==> src/rtl/mem_wb_stage_if.sv <==
// rtl/mem_wb_stage_if.sv - MEM/WB stage upstream and writeback handshake bundle
interface mem_wb_stage_if #(
    parameter int DATA_W = 32,
    parameter int REG_W  = 5
);
    logic              in_valid;
    logic              in_ready;
    logic              hit;
    logic              in_reg_write;
    logic              in_mem_to_reg;
    logic [REG_W-1:0]  in_write_reg;
    logic [DATA_W-1:0] in_read_data;
    logic [DATA_W-1:0] in_alu_result;
    logic [1:0]        in_load_size;
    logic              in_load_signed;
    logic              load_stall;

    logic              out_valid;
    logic              out_ready;
    logic              out_reg_write;
    logic [REG_W-1:0]  out_write_reg;
    logic [DATA_W-1:0] out_wb_data;

    modport master (
        output in_valid, hit, in_reg_write, in_mem_to_reg, in_write_reg,
               in_read_data, in_alu_result, in_load_size, in_load_signed,
        input  in_ready, load_stall,
        input  out_valid, out_reg_write, out_write_reg, out_wb_data,
        output out_ready
    );

    modport slave (
        input  in_valid, hit, in_reg_write, in_mem_to_reg, in_write_reg,
               in_read_data, in_alu_result, in_load_size, in_load_signed,
        output in_ready, load_stall,
        output out_valid, out_reg_write, out_write_reg, out_wb_data,
        input  out_ready
    );
endinterface

==> src/rtl/mem_wb_stage.sv <==
// rtl/mem_wb_stage.sv - MEM/WB stage: two-entry elastic buffer, load extract, forwarding, miss counter
module mem_wb_stage #(
    parameter int DATA_W       = 32,
    parameter int REG_W        = 5,
    parameter int CNT_W        = 16,
    parameter int ZERO_DISCARD = 1
) (
    input  logic              clk,
    input  logic              rst_n,
    input  logic              flush,
    mem_wb_stage_if.slave     bus,
    output logic              fwd_valid,
    output logic [REG_W-1:0]  fwd_reg,
    output logic [DATA_W-1:0] fwd_data,
    output logic [1:0]        occupancy,
    output logic [CNT_W-1:0]  miss_cycles
);
    localparam int OFF_W = (DATA_W == 64) ? 3 : 2;

    logic [1:0]        occ;
    logic              regWriteQ [2];
    logic [REG_W-1:0]  writeRegQ [2];
    logic [DATA_W-1:0] wbDataQ   [2];
    logic [CNT_W-1:0]  missCnt;

    logic              loadStall;
    logic              enq;
    logic              deq;
    logic              newRegWrite;
    logic [DATA_W-1:0] newWbData;
    logic [OFF_W-1:0]  byteOff;
    logic [DATA_W-1:0] shifted;
    logic [DATA_W-1:0] loadData;

    assign loadStall = bus.in_valid & bus.in_mem_to_reg & ~bus.hit;
    assign enq       = bus.in_valid & bus.in_ready & ~loadStall & ~flush;
    assign deq       = bus.out_valid & bus.out_ready & ~flush;

    // Offset is aligned down to the access size before the field is pulled out.
    always_comb begin
        byteOff = bus.in_alu_result[OFF_W-1:0];
        case (bus.in_load_size)
            2'd0:    byteOff = byteOff;
            2'd1:    byteOff = byteOff & ~OFF_W'(1);
            2'd2:    byteOff = byteOff & ~OFF_W'(3);
            default: byteOff = '0;
        endcase
        shifted = bus.in_read_data >> {byteOff, 3'b000};
        case (bus.in_load_size)
            2'd0: loadData = bus.in_load_signed ? DATA_W'($signed(shifted[7:0]))
                                                : DATA_W'(shifted[7:0]);
            2'd1: loadData = bus.in_load_signed ? DATA_W'($signed(shifted[15:0]))
                                                : DATA_W'(shifted[15:0]);
            default: begin
                if (bus.in_load_size == 2'd3 && DATA_W == 64)
                    loadData = shifted;
                else
                    loadData = bus.in_load_signed ? DATA_W'($signed(shifted[31:0]))
                                                  : DATA_W'(shifted[31:0]);
            end
        endcase
    end

    assign newWbData   = bus.in_mem_to_reg ? loadData : bus.in_alu_result;
    assign newRegWrite = bus.in_reg_write &
                         ~((ZERO_DISCARD != 0) && (bus.in_write_reg == '0));

    // Head is always slot 0; a dequeue shifts slot 1 forward.
    always_ff @(posedge clk or negedge rst_n) begin
        if (!rst_n) begin
            occ          <= '0;
            regWriteQ[0] <= 1'b0;
            regWriteQ[1] <= 1'b0;
            writeRegQ[0] <= '0;
            writeRegQ[1] <= '0;
            wbDataQ[0]   <= '0;
            wbDataQ[1]   <= '0;
        end else if (flush) begin
            occ <= '0;
        end else if (deq) begin
            if (enq) begin
                regWriteQ[0] <= newRegWrite;
                writeRegQ[0] <= bus.in_write_reg;
                wbDataQ[0]   <= newWbData;
            end else begin
                regWriteQ[0] <= regWriteQ[1];
                writeRegQ[0] <= writeRegQ[1];
                wbDataQ[0]   <= wbDataQ[1];
                occ          <= occ - 2'd1;
            end
        end else if (enq) begin
            regWriteQ[occ[0]] <= newRegWrite;
            writeRegQ[occ[0]] <= bus.in_write_reg;
            wbDataQ[occ[0]]   <= newWbData;
            occ               <= occ + 2'd1;
        end
    end

    always_ff @(posedge clk or negedge rst_n) begin
        if (!rst_n)
            missCnt <= '0;
        else if (loadStall && missCnt != {CNT_W{1'b1}})
            missCnt <= missCnt + CNT_W'(1);
    end

    assign bus.in_ready      = (occ != 2'd2);
    assign bus.load_stall    = loadStall;
    assign bus.out_valid     = (occ != 2'd0);
    assign bus.out_reg_write = regWriteQ[0];
    assign bus.out_write_reg = writeRegQ[0];
    assign bus.out_wb_data   = wbDataQ[0];

    assign fwd_valid   = bus.out_valid & regWriteQ[0];
    assign fwd_reg     = writeRegQ[0];
    assign fwd_data    = wbDataQ[0];
    assign occupancy   = occ;
    assign miss_cycles = missCnt;
endmodule

==> src/flat_wrapper.sv <==
// flat-port wrapper written by rule: the top's interface ports become plain ports
module mem_wb_stage_flat 
#(
    parameter int DATA_W       = 32,
    parameter int REG_W        = 5,
    parameter int CNT_W        = 16,
    parameter int ZERO_DISCARD = 1
)
  (clk, rst_n, flush, fwd_valid, fwd_reg, fwd_data, occupancy, miss_cycles, bus_in_valid, bus_hit, bus_in_reg_write, bus_in_mem_to_reg, bus_in_write_reg, bus_in_read_data, bus_in_alu_result, bus_in_load_size, bus_in_load_signed, bus_in_ready, bus_load_stall, bus_out_valid, bus_out_reg_write, bus_out_write_reg, bus_out_wb_data, bus_out_ready);
  mem_wb_stage_if #(.DATA_W(DATA_W), .REG_W(REG_W)) bus_i ();
  input  logic clk;
  input  logic rst_n;
  input  logic flush;
  output logic fwd_valid;
  output logic [REG_W-1:0] fwd_reg;
  output logic [DATA_W-1:0] fwd_data;
  output logic [1:0] occupancy;
  output logic [CNT_W-1:0] miss_cycles;
  input wire logic [$bits(bus_i.in_valid)-1:0] bus_in_valid;
  input wire logic [$bits(bus_i.hit)-1:0] bus_hit;
  input wire logic [$bits(bus_i.in_reg_write)-1:0] bus_in_reg_write;
  input wire logic [$bits(bus_i.in_mem_to_reg)-1:0] bus_in_mem_to_reg;
  input wire logic [$bits(bus_i.in_write_reg)-1:0] bus_in_write_reg;
  input wire logic [$bits(bus_i.in_read_data)-1:0] bus_in_read_data;
  input wire logic [$bits(bus_i.in_alu_result)-1:0] bus_in_alu_result;
  input wire logic [$bits(bus_i.in_load_size)-1:0] bus_in_load_size;
  input wire logic [$bits(bus_i.in_load_signed)-1:0] bus_in_load_signed;
  output wire logic [$bits(bus_i.in_ready)-1:0] bus_in_ready;
  output wire logic [$bits(bus_i.load_stall)-1:0] bus_load_stall;
  output wire logic [$bits(bus_i.out_valid)-1:0] bus_out_valid;
  output wire logic [$bits(bus_i.out_reg_write)-1:0] bus_out_reg_write;
  output wire logic [$bits(bus_i.out_write_reg)-1:0] bus_out_write_reg;
  output wire logic [$bits(bus_i.out_wb_data)-1:0] bus_out_wb_data;
  input wire logic [$bits(bus_i.out_ready)-1:0] bus_out_ready;
  assign bus_i.in_valid = bus_in_valid;
  assign bus_i.hit = bus_hit;
  assign bus_i.in_reg_write = bus_in_reg_write;
  assign bus_i.in_mem_to_reg = bus_in_mem_to_reg;
  assign bus_i.in_write_reg = bus_in_write_reg;
  assign bus_i.in_read_data = bus_in_read_data;
  assign bus_i.in_alu_result = bus_in_alu_result;
  assign bus_i.in_load_size = bus_in_load_size;
  assign bus_i.in_load_signed = bus_in_load_signed;
  assign bus_in_ready = bus_i.in_ready;
  assign bus_load_stall = bus_i.load_stall;
  assign bus_out_valid = bus_i.out_valid;
  assign bus_out_reg_write = bus_i.out_reg_write;
  assign bus_out_write_reg = bus_i.out_write_reg;
  assign bus_out_wb_data = bus_i.out_wb_data;
  assign bus_i.out_ready = bus_out_ready;
  mem_wb_stage #(.DATA_W(DATA_W), .REG_W(REG_W), .CNT_W(CNT_W), .ZERO_DISCARD(ZERO_DISCARD)) u_core (.clk(clk), .rst_n(rst_n), .flush(flush), .bus(bus_i), .fwd_valid(fwd_valid), .fwd_reg(fwd_reg), .fwd_data(fwd_data), .occupancy(occupancy), .miss_cycles(miss_cycles));
endmodule
==> config.mk <==
export PLATFORM = sky130hd
export DESIGN_NAME = mem_wb_stage_flat
export DESIGN_NICKNAME = d
export VERILOG_FILES = /design/src/rtl/mem_wb_stage_if.sv /design/src/rtl/mem_wb_stage.sv /design/src/flat_wrapper.sv
export SDC_FILE = /design/constraint.sdc
export NUM_CORES = 1
export LEC_CHECK = 0
export ABC_AREA = 1
export BUFFER_PORTS_ARGS = -buffer_cell sky130_fd_sc_hd__buf_4
export CORE_UTILIZATION = 45
export DETAILED_ROUTE_END_ITERATION = 10
export MAX_ROUTING_LAYER = met4
export PLACE_DENSITY = 0.8
export SETUP_SLACK_MARGIN = 0.3
export SYNTH_ARGS = -nofsm -noshare
export SYNTH_HDL_FRONTEND = slang
export SYNTH_SLANG_ARGS = --single-unit
==> constraint.sdc <==
create_clock -name clk -period 2.6 [get_ports clk]
set_clock_uncertainty 0.15 [all_clocks]
set_input_delay 0.26 -clock clk [delete_from_list [all_inputs] [get_ports clk]]
set_output_delay 0.26 -clock clk [all_outputs]
set_load 0.01 [all_outputs]
* Word-level counts from Yosys, hierarchy flattened
Index checks and enable logic that the tools add are counted.
Word-level totals: flip-flop bits (word level) 94, latch bits 0, RAM bits 0, ROM bits 0, bits of input ports 80, output and inout port bits 97, logic and storage cells 70, memories 0
Cells by class: add/sub/neg operators 3, multiply operators 0, divide/modulo/power cells 0, order comparisons 2, eq/ne operators 4, shift operators 1, mux-type cells 27, bitwise operators 15, reduce and logical (&&, ||, !) cells 10
Operators by type and width (count):
- two-way mux 32 bit | 6
- bitwise mux 64 bit | 1
- two-way mux 64 bit | 1
- case mux 32 bit (2 select lines) | 1
- demux 32 bit (select 1 bit) | 1
- >> shifter 32 x 5 -> 32 bit | 1
- adder 16 x 1 -> 16 bit (second input constant) | 1
- inequality test 16 bit (second input constant) | 1
- two-way mux 5 bit | 3
- bitwise mux 10 bit | 1
- two-way mux 10 bit | 1
- two-way mux 2 bit | 5
- bitwise AND 1 bit | 9
- demux 5 bit (select 1 bit) | 1
- zero test 5 bit | 1
- NOT 1 bit | 5
- case mux 2 bit (2 select lines) | 1
- AND reduction 2 bit | 2
- nonzero test 2 bit | 2
- two-way mux 1 bit | 3
- inequality test 3 bit (second input constant) | 1
- AND reduction 3 bit | 1
- nonzero test 3 bit | 1
- adder 2 x 1 -> 2 bit (second input constant) | 1
- other kinds (10) | 11

* Logic depth before layout (Yosys ltp)
Gate-level depths: netlist (run 1).
depth in word-level cells 9, mapped depth 13, depth with buffers taken out 11

* Least setup slack after synthesis (run 1)
No wires, ideal clock.
path type register -> register, start register u_core.missCnt[1] (netlist: u_core.miss_cycles[1]), end register u_core.missCnt[8] (netlist: u_core.miss_cycles[8]), setup time 0.129 ns, data arrival time 1.514 ns, required time 2.321 ns, setup slack 0.807 ns, cell stages (with the launch flop) 9, buffers on the path 0, period minus slack after synthesis 1.793 ns, cells stage by stage dfrtp_1 > ha_1 > nand3_1 > nor2_1 > inv_1 > o21ai_2 > inv_1 > o21ai_0 > o21ai_0
On the way: longest elaborated chain between the ends 2, elaborated cells between the ends (all ways) 3, classes of those cells add/sub: 1; eq/ne: 1; reduce/logical: 1
RTL lines:
- start: declaration | line mem_wb_stage.sv:24 | logic [CNT_W-1:0] missCnt;
- start signal: assignment | line mem_wb_stage.sv:103 | missCnt <= missCnt + CNT_W'(1);
- branches (longest 2 deep; another with adder 16 x 1 -> 16 bit)
Several ways; the timed one is not identified. A chain may end at the register's enable or synchronous reset.

* Worst setup path in the final report (run 1)
start register u_core.occ[1] (netlist: u_core.occupancy[1]), end register u_core.wbDataQ (netlist bit u_core.bus.out_wb_data[22])
On the way: longest elaborated chain between the ends 6, elaborated cells between the ends (all ways) 11, classes of those cells eq/ne: 1; mux: 2; bitwise: 5; reduce/logical: 3
RTL lines:
- start: declaration | line mem_wb_stage.sv:20 | logic [1:0] occ;
- start signal: assignment | line mem_wb_stage.sv:89 | occ <= occ - 2'd1;
- start signal: assignment | line mem_wb_stage.sv:95 | occ <= occ + 2'd1;
- inequality test 2 bit | line mem_wb_stage.sv:106 | assign bus.in_ready = (occ != 2'd2);
- bitwise AND 1 bit (3 in a row) | line mem_wb_stage.sv:36 | assign enq = bus.in_valid & bus.in_ready & ~loadStall & ~flush;
- two-way mux 32 bit or nonzero test 2 bit (tied branches)
- two-way mux 32 bit or AND reduction 2 bit (tied branches)
- end signal: indexed assignment | line mem_wb_stage.sv:94 | wbDataQ[occ[0]] <= newWbData;
- end: declaration | line mem_wb_stage.sv:23 | logic [DATA_W-1:0] wbDataQ [2];
Parallel ways exist; a longest one is shown, timed or not.

==> impl_results.md, run 1 <==
* Final period util at 81.4%
* Clock Sink Count at 94
* Chip width at 120 um
* Share of power burned in the clock network at 18.9%
* Port bufs at 176
* Distinct cells, synth at 29
* Synth warn at 0
* Psw at 0.00238 W
* Gr ovfl total at 0
* Syn Inst Count at 887
* Gate power share at 41.9%
* DR DRC count at 0
* Mapped cell area at 6270 um^2
* Final wirelength at 16.9 mm
* GPL Wtd Cong at 0.890
* Inst Count DP at 1135
* First-pass GRT wire length at 26.8 mm
* Die H at 120 um
* Seq/Total Area, Yosys at 37.5%
* Syn_nets at 968
* Final setup viols at 0
* Post-DRT Antenna Nets at 0
* Met1 usage at 32.9%
* Initial detailed-routing violation count at 455
* Vias in the first global route at 5393
* Pin count of the biggest net entering global routing at 59
* Mean Syn Cell Area at 7.07 um^2
* H-tree depth at 3
* F_max at 472 MHz
* Layout area overhead at 19.9%
* DR vias/cell at 5.15
* CTS tree: yes
* Final instance area at 7520 um^2
* PwrDens at 860 nW/um^2
* WP data arrival at 2.22 ns
* Sw Ratio at 36.9%
* Clk slew on worst S/H paths at 0.07 ns
* Layout cells sized above 1 at 26.0%
* CP bufs+invs at 3
* Delay-heaviest family, CP: simple AND/OR/NAND/NOR gates
* Postcts setup bufs at 0
* Dpl cell area at 7180 um^2
* DP Wirelength at 12.1 mm
* CP dominant cell by count: nand2_1
* Seq cells post-synth at 94
* Crit path time final at 2.12 ns
* CP startpoint kind: flip-flop
* Rows at 42
* Synth area leader: dfrtp_1
* RSZ-0062 raised after global routing: no
* Seq pwr share at 39.2%
* Slew @ Worst Pin at 0.588 ns
* Critical path's largest stage delay at 0.39 ns
* Initial antenna violation count at 0
* Worst Hold Class: input pin to flip-flop
* Inserted Clock Buffers at 9
* Met3 usage at 4.99%
* Crit path max fanout at 17
* Relative slew margins at 60.8%
* Slowest stage cell, crit path: dfrtp_1
* Async SR Flop Fraction at 100%
* Class of the most critical setup path: flip-flop to flip-flop
* Post-synth EDFFs at 0
* Clk buf depth at 2
* List of most frequent post-synthesis cells: nand2_1, nand3_1, dfrtp_1
* Most frequent cell after synthesis: nand2_1
* Internal power at 0.00408 W
* Clock latency on the worst-skew pair at 0.35 ns
* Initial Util at 46.8%
* Clock root buffer: clkbuf_16
* Crit path capture type: flip-flop
* Total power at 0.00646 W
* Total global-route track usage at 24.5%
* Area occupied by multi-input gates at 2870 um^2
* Die area at 14400 um^2
* Leak Pwr at 3.95 nW
* I/O Pins at 177
* Peak supply drop at 0.000427 V
* Pre-antenna DRT Iters at 5
* Total number of vias at 5963
* Worst EP required at 2.70 ns
* Status: finished clean
* Cell Chain, Critical Path: inv_1 -> nor2_1 -> nor2_1 -> nand2_2 -> buf_4 -> inv_2 -> nand3_1 -> nand2_1 -> nand2_1 -> nand2_1
* Drt wl/cell at 14.6 um
* Fin. Hold Viols at 0
* Synth area leaders: dfrtp_1, nand2_1, nand3_1
* GR Layer Usage met2 at 36.4%
* MaxCap Viol Count at 0
* Core ar. at 13400 um^2
* Fillers at 1345
* # nets final at 1057
* Busiest grt layer: met2
* Setup TNS at 0 ns
* Fin cells at 1157
* Final Max Slew Viols at 0
* N_diodes at 0
* Register area at 2350 um^2
* Area share of the largest cell type after synthesis at 37.5%
* Synth Flop Type: dfrtp_1
[through the flow]
step                      setup slack, ns  util [%]  hold WS (ns)
after floorplan                     0.807         -        -0.186
after global placement              0.455      53.6         0.149
after detailed placement            0.397      53.6         0.149
after CTS                           0.439      56.1        0.0772
after global routing                0.318      56.1        0.0974
final                               0.483      56.1        0.0865
[final cells by class]
| class | instances | share of cell area (%) |
|---|---|---|
| Tap cell | 176 | 2.93 |
| Timing Repair Buffer | 194 | 20.1 |
| Inverter | 79 | 3.94 |
| Multi-Input combinational cell | 598 | 38.2 |
| Sequential cell | 94 | 31.3 |
| Clock inverter | 5 | 0.483 |
| Clock buffer | 11 | 3.10 |
[final timing paths]
check	startpoint	to	slack, ns	depth (start not counted)
max in group asynchronous	rst_n	u_core.miss_cycles[3]	1.30	3
hold reg to reg	u_core.wbDataQ[29]	u_core.wbDataQ[29]	0.33	2
setup / recovery	u_core.occupancy[1]	u_core.bus.out_wb_data[22]	0.48	10
min in group asynchronous	rst_n	u_core.wbDataQ[4]	0.30	2
hold / removal	bus_in_alu_result[7]	u_core.bus.out_wb_data[7]	0.09	3
setup reg to reg	u_core.occupancy[1]	u_core.bus.out_wb_data[22]	0.48	10
[repair_timing]
action	in CTS	in global routing
gates resized for setup	0	1
setup endpoints to repair	0	8
hold buffers	6	0
endpoints found under the hold margin	46	0
[cells by family after synthesis]
family	Yosys count	share of synthesized area, %
simple gates	473	34.1
buf+inv	195	16.9
compound gates	111	9.46
flops	94	37.5
xor+xnor	13	1.82
fa+ha+maj	1	0.200
[power groups by stage]
stage	sequential [W]	combinational (W)	clock, W
2_1_floorplan	0.00247	0.00214	0
6_report	0.00253	0.00271	0.00122
4_1_cts	0.00254	0.00273	0.00125
5_1_grt	0.00261	0.00298	0.00133
3_3_place_gp	0.00252	0.00266	0
3_5_place_dp	0.00256	0.00271	0
[worst min-delay path, cell delays in order]
cell      delay (ns)
buf_4           0.09
o211ai_1        0.07
a31oi_1         0.12
[metal layers]
| layer | wire length [um] | vias to the layer above |
|---|---|---|
| met2 | 7760 | 214 |
| li1 | - | 2966 |
| met1 | 7620 | 2765 |
| met4 | 269 | 0 |
| met3 | 1220 | 18 |
| met5 | 0 | - |
[cell usage in the layout (no fill, tap or decap)]
cell type	count
a21oi_1	42
buf_4	185
clkinvlp_4	3
o21ai_4	1
dfrtp_1	94
nand3_1	151
nand4_1	3
nand2_1	219
o21bai_1	5
clkbuf_1	2
nor2_4	1
nor2_8	1
clkinv_4	1
nor3_1	8
clkbuf_16	9
a31oi_1	6
ha_1	1
o21ai_0	52
nand3_4	1
or2_2	30
inv_1	71
nand3_2	4
xnor2_1	3
buf_12	3
xor2_1	10
nand2_2	4
nor2_1	49
inv_2	8
nor2_2	1
dlygate4sd3_1	6
o211ai_1	4
o21ai_2	1
clkinv_2	1
nor3_4	1
(Power assumes the default switching activity.)
==> run 2: changes to the inputs <==
==> constraint.sdc (replaced) <==
create_clock -name clk -period 2.2 [get_ports clk]
set_clock_uncertainty 0.15 [all_clocks]
set_input_delay 0.22 -clock clk [delete_from_list [all_inputs] [get_ports clk]]
set_output_delay 0.22 -clock clk [all_outputs]
set_load 0.01 [all_outputs]
==> impl_results.md, run 2 (same netlist as run 1, synthesis figures left out) <==
* Status: finished clean
* Total number of vias at 6045 (+1.4%)
* # nets final at 1069 (+1.1%)
* Clk slew on worst S/H paths at 0.06 ns (about the same)
* WP data arrival at 1.96 ns (-0.26 ns)
* Die H at 120 um (unchanged)
* Leak Pwr at 4.05 nW (+2.5%)
* Internal power at 0.00498 W (+22%)
* Final wirelength at 17.2 mm (+2.0%)
* Final setup viols at 0 (unchanged)
* Inserted Clock Buffers at 9 (unchanged)
* Clk buf depth at 2 (unchanged)
* Crit path time final at 1.82 ns (-0.297 ns)
* Share of power burned in the clock network at 19.8% (+0.9 points)
* DR DRC count at 0 (unchanged)
* Clock latency on the worst-skew pair at 0.35 ns (about the same)
* Post-DRT Antenna Nets at 0 (unchanged)
* MaxCap Viol Count at 0 (unchanged)
* DR vias/cell at 5.17 (+0.33%)
* Initial detailed-routing violation count at 468 (+2.9%)
* CP startpoint kind: flip-flop
* Psw at 0.00289 W (+21%)
* Crit path capture type: flip-flop
* Core ar. at 13400 um^2 (unchanged)
* Final period util at 82.7% (+1.3 points)
* Register area at 2350 um^2 (+0.11%)
* Initial Util at 46.8% (unchanged)
* DP Wirelength at 12.2 mm (+1.1%)
* Crit path max fanout at 16 (-1)
* CTS tree: yes
* Worst setup margin at 0.380 ns (-0.103 ns)
* Initial antenna violation count at 0 (unchanged)
* Commonest non-fill, non-tap cell in the layout: nand2_1
* Worst Hold Class: input pin to flip-flop
* Pre-antenna DRT Iters at 5 (unchanged)
* Vias in the first global route at 5476 (+1.5%)
* Drt wl/cell at 14.7 um (+0.94%)
* Final Max Slew Viols at 0 (unchanged)
* Worst reg2reg path startpoint: u_core.occupancy[0]
* Clock Sink Count at 94 (unchanged)
* GPL Wtd Cong at 0.903 (+1.4%)
* Die area at 14400 um^2 (unchanged)
* Fin. Hold Viols at 0 (unchanged)
* Fillers at 1338 (-0.52%)
* Peak supply drop at 0.000542 V (+27%)
* Chip width at 120 um (unchanged)
* N_diodes at 0 (unchanged)
* RSZ-0062 raised after global routing: yes
* Total global-route track usage at 24.7% (+0.25 points)
* I/O Pins at 177 (unchanged)
* Clock root buffer: clkbuf_16
* Slew @ Worst Pin at 0.567 ns (-0.0216 ns)
* Pin count of the biggest net entering global routing at 59 (unchanged)
* Worst EP required at 2.34 ns (-0.36 ns)
* H-tree depth at 3 (unchanged)
* Most frequent cells in the layout: nand2_1, buf_4, nand3_1, dfrtp_1, inv_1
* Total power at 0.00787 W (+22%)
* Setup crit start: u_core.occupancy[0]
* Seq pwr share at 38.3% (-0.9 points)
* Rows at 42 (unchanged)
* F_max at 549 MHz (+16%)
* Port bufs at 176 (unchanged)
* Setup TNS at 0 ns (unchanged)
* First-pass GRT wire length at 27.1 mm (+1.0%)
* Layout area overhead at 23.3%
* Gate power share at 41.9% (about the same)
* Layout cells sized above 1 at 27.6% (+1.6 points)
* Place WS at 0.104 ns (-0.294 ns)
* PwrDens at 1020 nW/um^2 (+18%)
* Hold Slack at 0.0384 ns (-0.0481 ns)
* Sw Ratio at 36.7% (-0.20 points)
* Worst hold start: bus_in_alu_result[7]
* Area occupied by multi-input gates at 2900 um^2 (+1.0%)
* Relative slew margins at 61.9% (+1.1 points)
* Class of the most critical setup path: flip-flop to flip-flop
* Gr ovfl total at 0 (unchanged)
-- run 2: changes by cell type in the layout (fill, tap and decap cells not counted), moves of 2 or more --
cell      change
inv_6         +2
nor2_4        +2
buf_4         +5
dfrtp_2       +2
dfrtp_1       -2
nor2_1        -2
o21ai_1       +3
clkbuf_1      -2
clkbuf_8      +3
inv_4         +2
buf_6         +4
inv_2         -3
o21ai_0       -3
-- run 2: critical path, stage by stage, from the launching register on --
cell and delay (ns):
dfrtp_2 0.44, nor2_1 0.19, inv_2 0.06, nand2_1 0.11, nand2_1 0.12, nor3_4 0.17
buf_12 0.15, buf_6 0.18, nand3_1 0.11, nand2_1 0.08
-- run 2: layer usage --
metal	track usage, %	vias to the layer above	part of all wire, %
li1	-	2986	-
met1	33.3	2841	45
met2	37.8	207	47
met3	4.61	11	7.3
met4	7.58	0	1.1
met5	-	-	0
-- run 2: worst paths after layout --
path,end,slack (ns),cells after the start
max,u_core.wbDataQ[17],0.38,9
min,u_core.bus.out_wb_data[7],0.04,3
max reg2reg,u_core.wbDataQ[17],0.38,9
min reg2reg,u_core.wbDataQ[26],0.33,2
max in group asynchronous,u_core.miss_cycles[11],0.98,3
min in group asynchronous,u_core.bus.out_wb_data[4],0.23,2
-- run 2: cell type report --
cell class / instances / share of cell area (%)
clock buffer: 12 / 3.45
timing repair buffer: 206 / 21.4
clock inverter: 4 / 0.372
inverter: 79 / 3.97
tap: 176 / 2.85
multi-input combinational: 598 / 37.5
sequential: 94 / 30.5
-- run 2: power groups by stage --
| stage | registers, W | clock network [W] | logic [W] |
|---|---|---|---|
| 5_1_grt | 0.00310 | 0.00166 | 0.00362 |
| 6_report | 0.00301 | 0.00156 | 0.00330 |
| 3_3_place_gp | 0.00300 | 0 | 0.00313 |
| 4_1_cts | 0.00301 | 0.00158 | 0.00324 |
| 2_1_floorplan | 0.00291 | 0 | 0.00252 |
| 3_5_place_dp | 0.00303 | 0 | 0.00321 |
-- run 2: per-stage QoR --
step / area, um^2 / util [%] / instances
floorplan: 6270 / - / 887
global placement: 7210 / 53.8 / 1140
detailed placement: 7210 / 53.8 / 1140
CTS: 7600 / 56.7 / 1163
global route: 7730 / 57.7 / 1169
finish: 7730 / 57.7 / 1169
-- run 2: timing repair --
| action | in CTS | in global routing |
|---|---|---|
| buffers inserted | 1 | 5 |
| setup endpoints to repair | 40 | 86 |
| hold endpoints to repair | 46 | 0 |
| cloned | 0 | 1 |
| resized for setup | 7 | 22 |
| pin swaps | 1 | 2 |
| hold buffers | 6 | 0 |
==> run 3: changes to the inputs <==
==> constraint.sdc (replaced) <==
create_clock -name clk -period 1.7 [get_ports clk]
set_clock_uncertainty 0.15 [all_clocks]
set_input_delay 0.17 -clock clk [delete_from_list [all_inputs] [get_ports clk]]
set_output_delay 0.17 -clock clk [all_outputs]
set_load 0.01 [all_outputs]
==> impl_results.md, run 3 (same netlist as run 1, synthesis figures left out) <==
* GR Layer Usage met2 at 43.7% (+6.0 points)
* Worst setup margin at -0.147 ns (-0.527 ns)
* I/O Pins at 177 (unchanged)
* Crit path capture type: flip-flop
* Crit path time final at 1.85 ns (+0.0268 ns)
* Layout area overhead at 46.1%
* WP data arrival at 1.96 ns (about the same)
* Crit path max fanout at 4 (-12)
* Fin cells at 1236 (+5.7%)
* Clock Sink Count at 94 (unchanged)
* Peak supply drop at 0.000942 V (+74%)
* DR DRC count at 0 (unchanged)
* H-tree depth at 3 (unchanged)
* Status: finished, violations left
* GPL Wtd Cong at 0.912 (+1.0%)
* Clock root buffer: clkbuf_16
* Initial antenna violation count at 0 (unchanged)
* RSZ-0062 raised after global routing: yes
* PwrDens at 1220 nW/um^2 (+20%)
* F_max at 541 MHz (-1.4%)
* Commonest non-fill, non-tap cell in the layout: buf_4
* Port bufs at 176 (unchanged)
* Failing checks: negative hold slack, negative setup slack
* Total global-route track usage at 27.8% (+3.1 points)
* Worst Hold Class: input pin to flip-flop
* Relative slew margins at 73.2% (+11 points)
* Die area at 14400 um^2 (unchanged)
* DR vias/cell at 5.34 (+3.3%)
* Most frequent cells in the layout: buf_4, nand2_1, nand3_1, dfrtp_1, inv_1
* DP Wirelength at 12.7 mm (+3.7%)
* Core ar. at 13400 um^2 (unchanged)
* Place WS at -0.236 ns (-0.340 ns)
* MaxCap Viol Count at 0 (unchanged)
* Class of the most critical setup path: flip-flop to flip-flop
* Final Max Slew Viols at 0 (unchanged)
* Final wirelength at 20.5 mm (+19%)
* Final period util at 109% (+26 points)
* Fillers at 1056 (-21%)
* Met3 usage at 6.18% (+1.6 points)
* Leak Pwr at 4.62 nW (+14%)
* Busiest grt layer: met2
* Inst Count DP at 1173 (+2.9%)
* N_diodes at 0 (unchanged)
* Vias in the first global route at 6125 (+12%)
* Drt wl/cell at 16.6 um (+13%)
* End-of-flow core utilization at 68.3% (+11 points)
* Clk slew on worst S/H paths at 0.06 ns (about the same)
* Inserted Clock Buffers at 9 (unchanged)
* Total number of vias at 6605 (+9.3%)
* Met1 usage at 34.7% (+1.5 points)
* Gr ovfl total at 0 (unchanged)
* Rows at 42 (unchanged)
* Dpl cell area at 7590 um^2 (+5.2%)
* Worst EP required at 1.82 ns (-0.52 ns)
* Fin. Hold Viols at 1 (+1)
* Clock latency on the worst-skew pair at 0.36 ns (about the same)
* Slew @ Worst Pin at 0.402 ns (-0.165 ns)
* Pin count of the biggest net entering global routing at 59 (unchanged)
* Initial Util at 46.8% (unchanged)
* CTS tree: yes
* Hold Slack at -0.000354 ns (-0.0387 ns)
* Chip width at 120 um (unchanged)
* # nets final at 1136 (+6.3%)
* Pre-antenna DRT Iters at 6 (+1)
* Clk buf depth at 2 (unchanged)
* Die H at 120 um (unchanged)
* Initial detailed-routing violation count at 654 (+40%)
* Post-DRT Antenna Nets at 0 (unchanged)
* Final setup viols at 67 (+67)
* Final instance area at 9160 um^2 (+18%)
* CP startpoint kind: flip-flop
* First-pass GRT wire length at 30.4 mm (+12%)
* Layout cells sized above 1 at 44.6% (+17 points)
## run 3: cell types whose count changed in the layout (fill, tap and decap cells not counted), moves of 15 or more
cell,previous run,this run
buf_6,4,21
nand2_2,3,49
nand3_2,4,22
buf_4,190,219
o21ai_0,49,21
o21ai_1,3,18
nand3_1,151,127
nand2_1,219,162
## run 3: power breakdown
part / leakage (nW) / switching (W) / internal (W)
registers: 1.13 / 0.000783 / 0.00322
clock network: 0.139 / 0.000863 / 0.00102
logic: 3.36 / 0.00257 / 0.00273
total: 4.62 / 0.00422 / 0.00697
## run 3: per-stage QoR
step	TNS, ns	hold WS, ns	total power, W
detailed placement	-9.95	-0.0898	0.00828
finish	-2.21	-0.000354	0.0112
floorplan	0	-0.276	0.00709
CTS	-0.249	0.000776	0.0106
global route	-8.48	0.0242	0.0119
global placement	-7.22	-0.0926	0.00814
## run 3: layout make-up
cell class / count / area [um^2] / area share (%)
well taps: 176 / 220 / 2.41
repair buffers: 269 / 2420 / 26.4
repair inverters: 3 / 45.0 / 0.492
flip-flops and latches: 94 / 2360 / 25.8
clock inverters: 5 / 25.0 / 0.273
multi-input cells: 599 / 3520 / 38.5
clock buffers: 11 / 243 / 2.65
inverters: 79 / 323 / 3.53
## run 3: worst paths after layout
check / start / depth (start not counted) / slack [ns] / endpoint
worst max-delay path: u_core.miss_cycles[5] / 8 / -0.15 / u_core.miss_cycles[6]
worst min-delay path: bus_in_alu_result[4] / 4 / -0.0004 / u_core.wbDataQ[4]
worst max register to register: u_core.miss_cycles[5] / 8 / -0.15 / u_core.miss_cycles[6]
worst min register to register: u_core.wbDataQ[25] / 2 / 0.34 / u_core.wbDataQ[25]
max in group asynchronous: rst_n / 3 / 0.79 / u_core.miss_cycles[7]
min in group asynchronous: rst_n / 2 / 0.08 / u_core.wbDataQ[4]
## run 3: critical path, cell delays in order (launching register included)
cell and delay [ns]:
dfrtp_1 0.45, nand4_1 0.20, nor2_4 0.19, inv_4 0.06, o21ai_4 0.25, buf_6 0.16
nor2_4 0.04, nand2_2 0.07, xor2_1 0.18
## run 3: repair_timing
| action | CTS | global route |
|---|---|---|
| hold buffers | 7 | 0 |
| cloned | 6 | 4 |
| pin swaps | 42 | 38 |
| resized for setup | 127 | 106 |
| hold endpoints to repair | 105 | 0 |
| buffers inserted | 14 | 16 |
| endpoints found under the setup margin | 98 | 99 |
## run 3: routing by layer
layer / vias to the layer above / wire length [um]
li1: 3128 / -
met1: 3100 / 8310
met2: 333 / 9930
met3: 44 / 1680
met4: 0 / 578
met5: - / 0
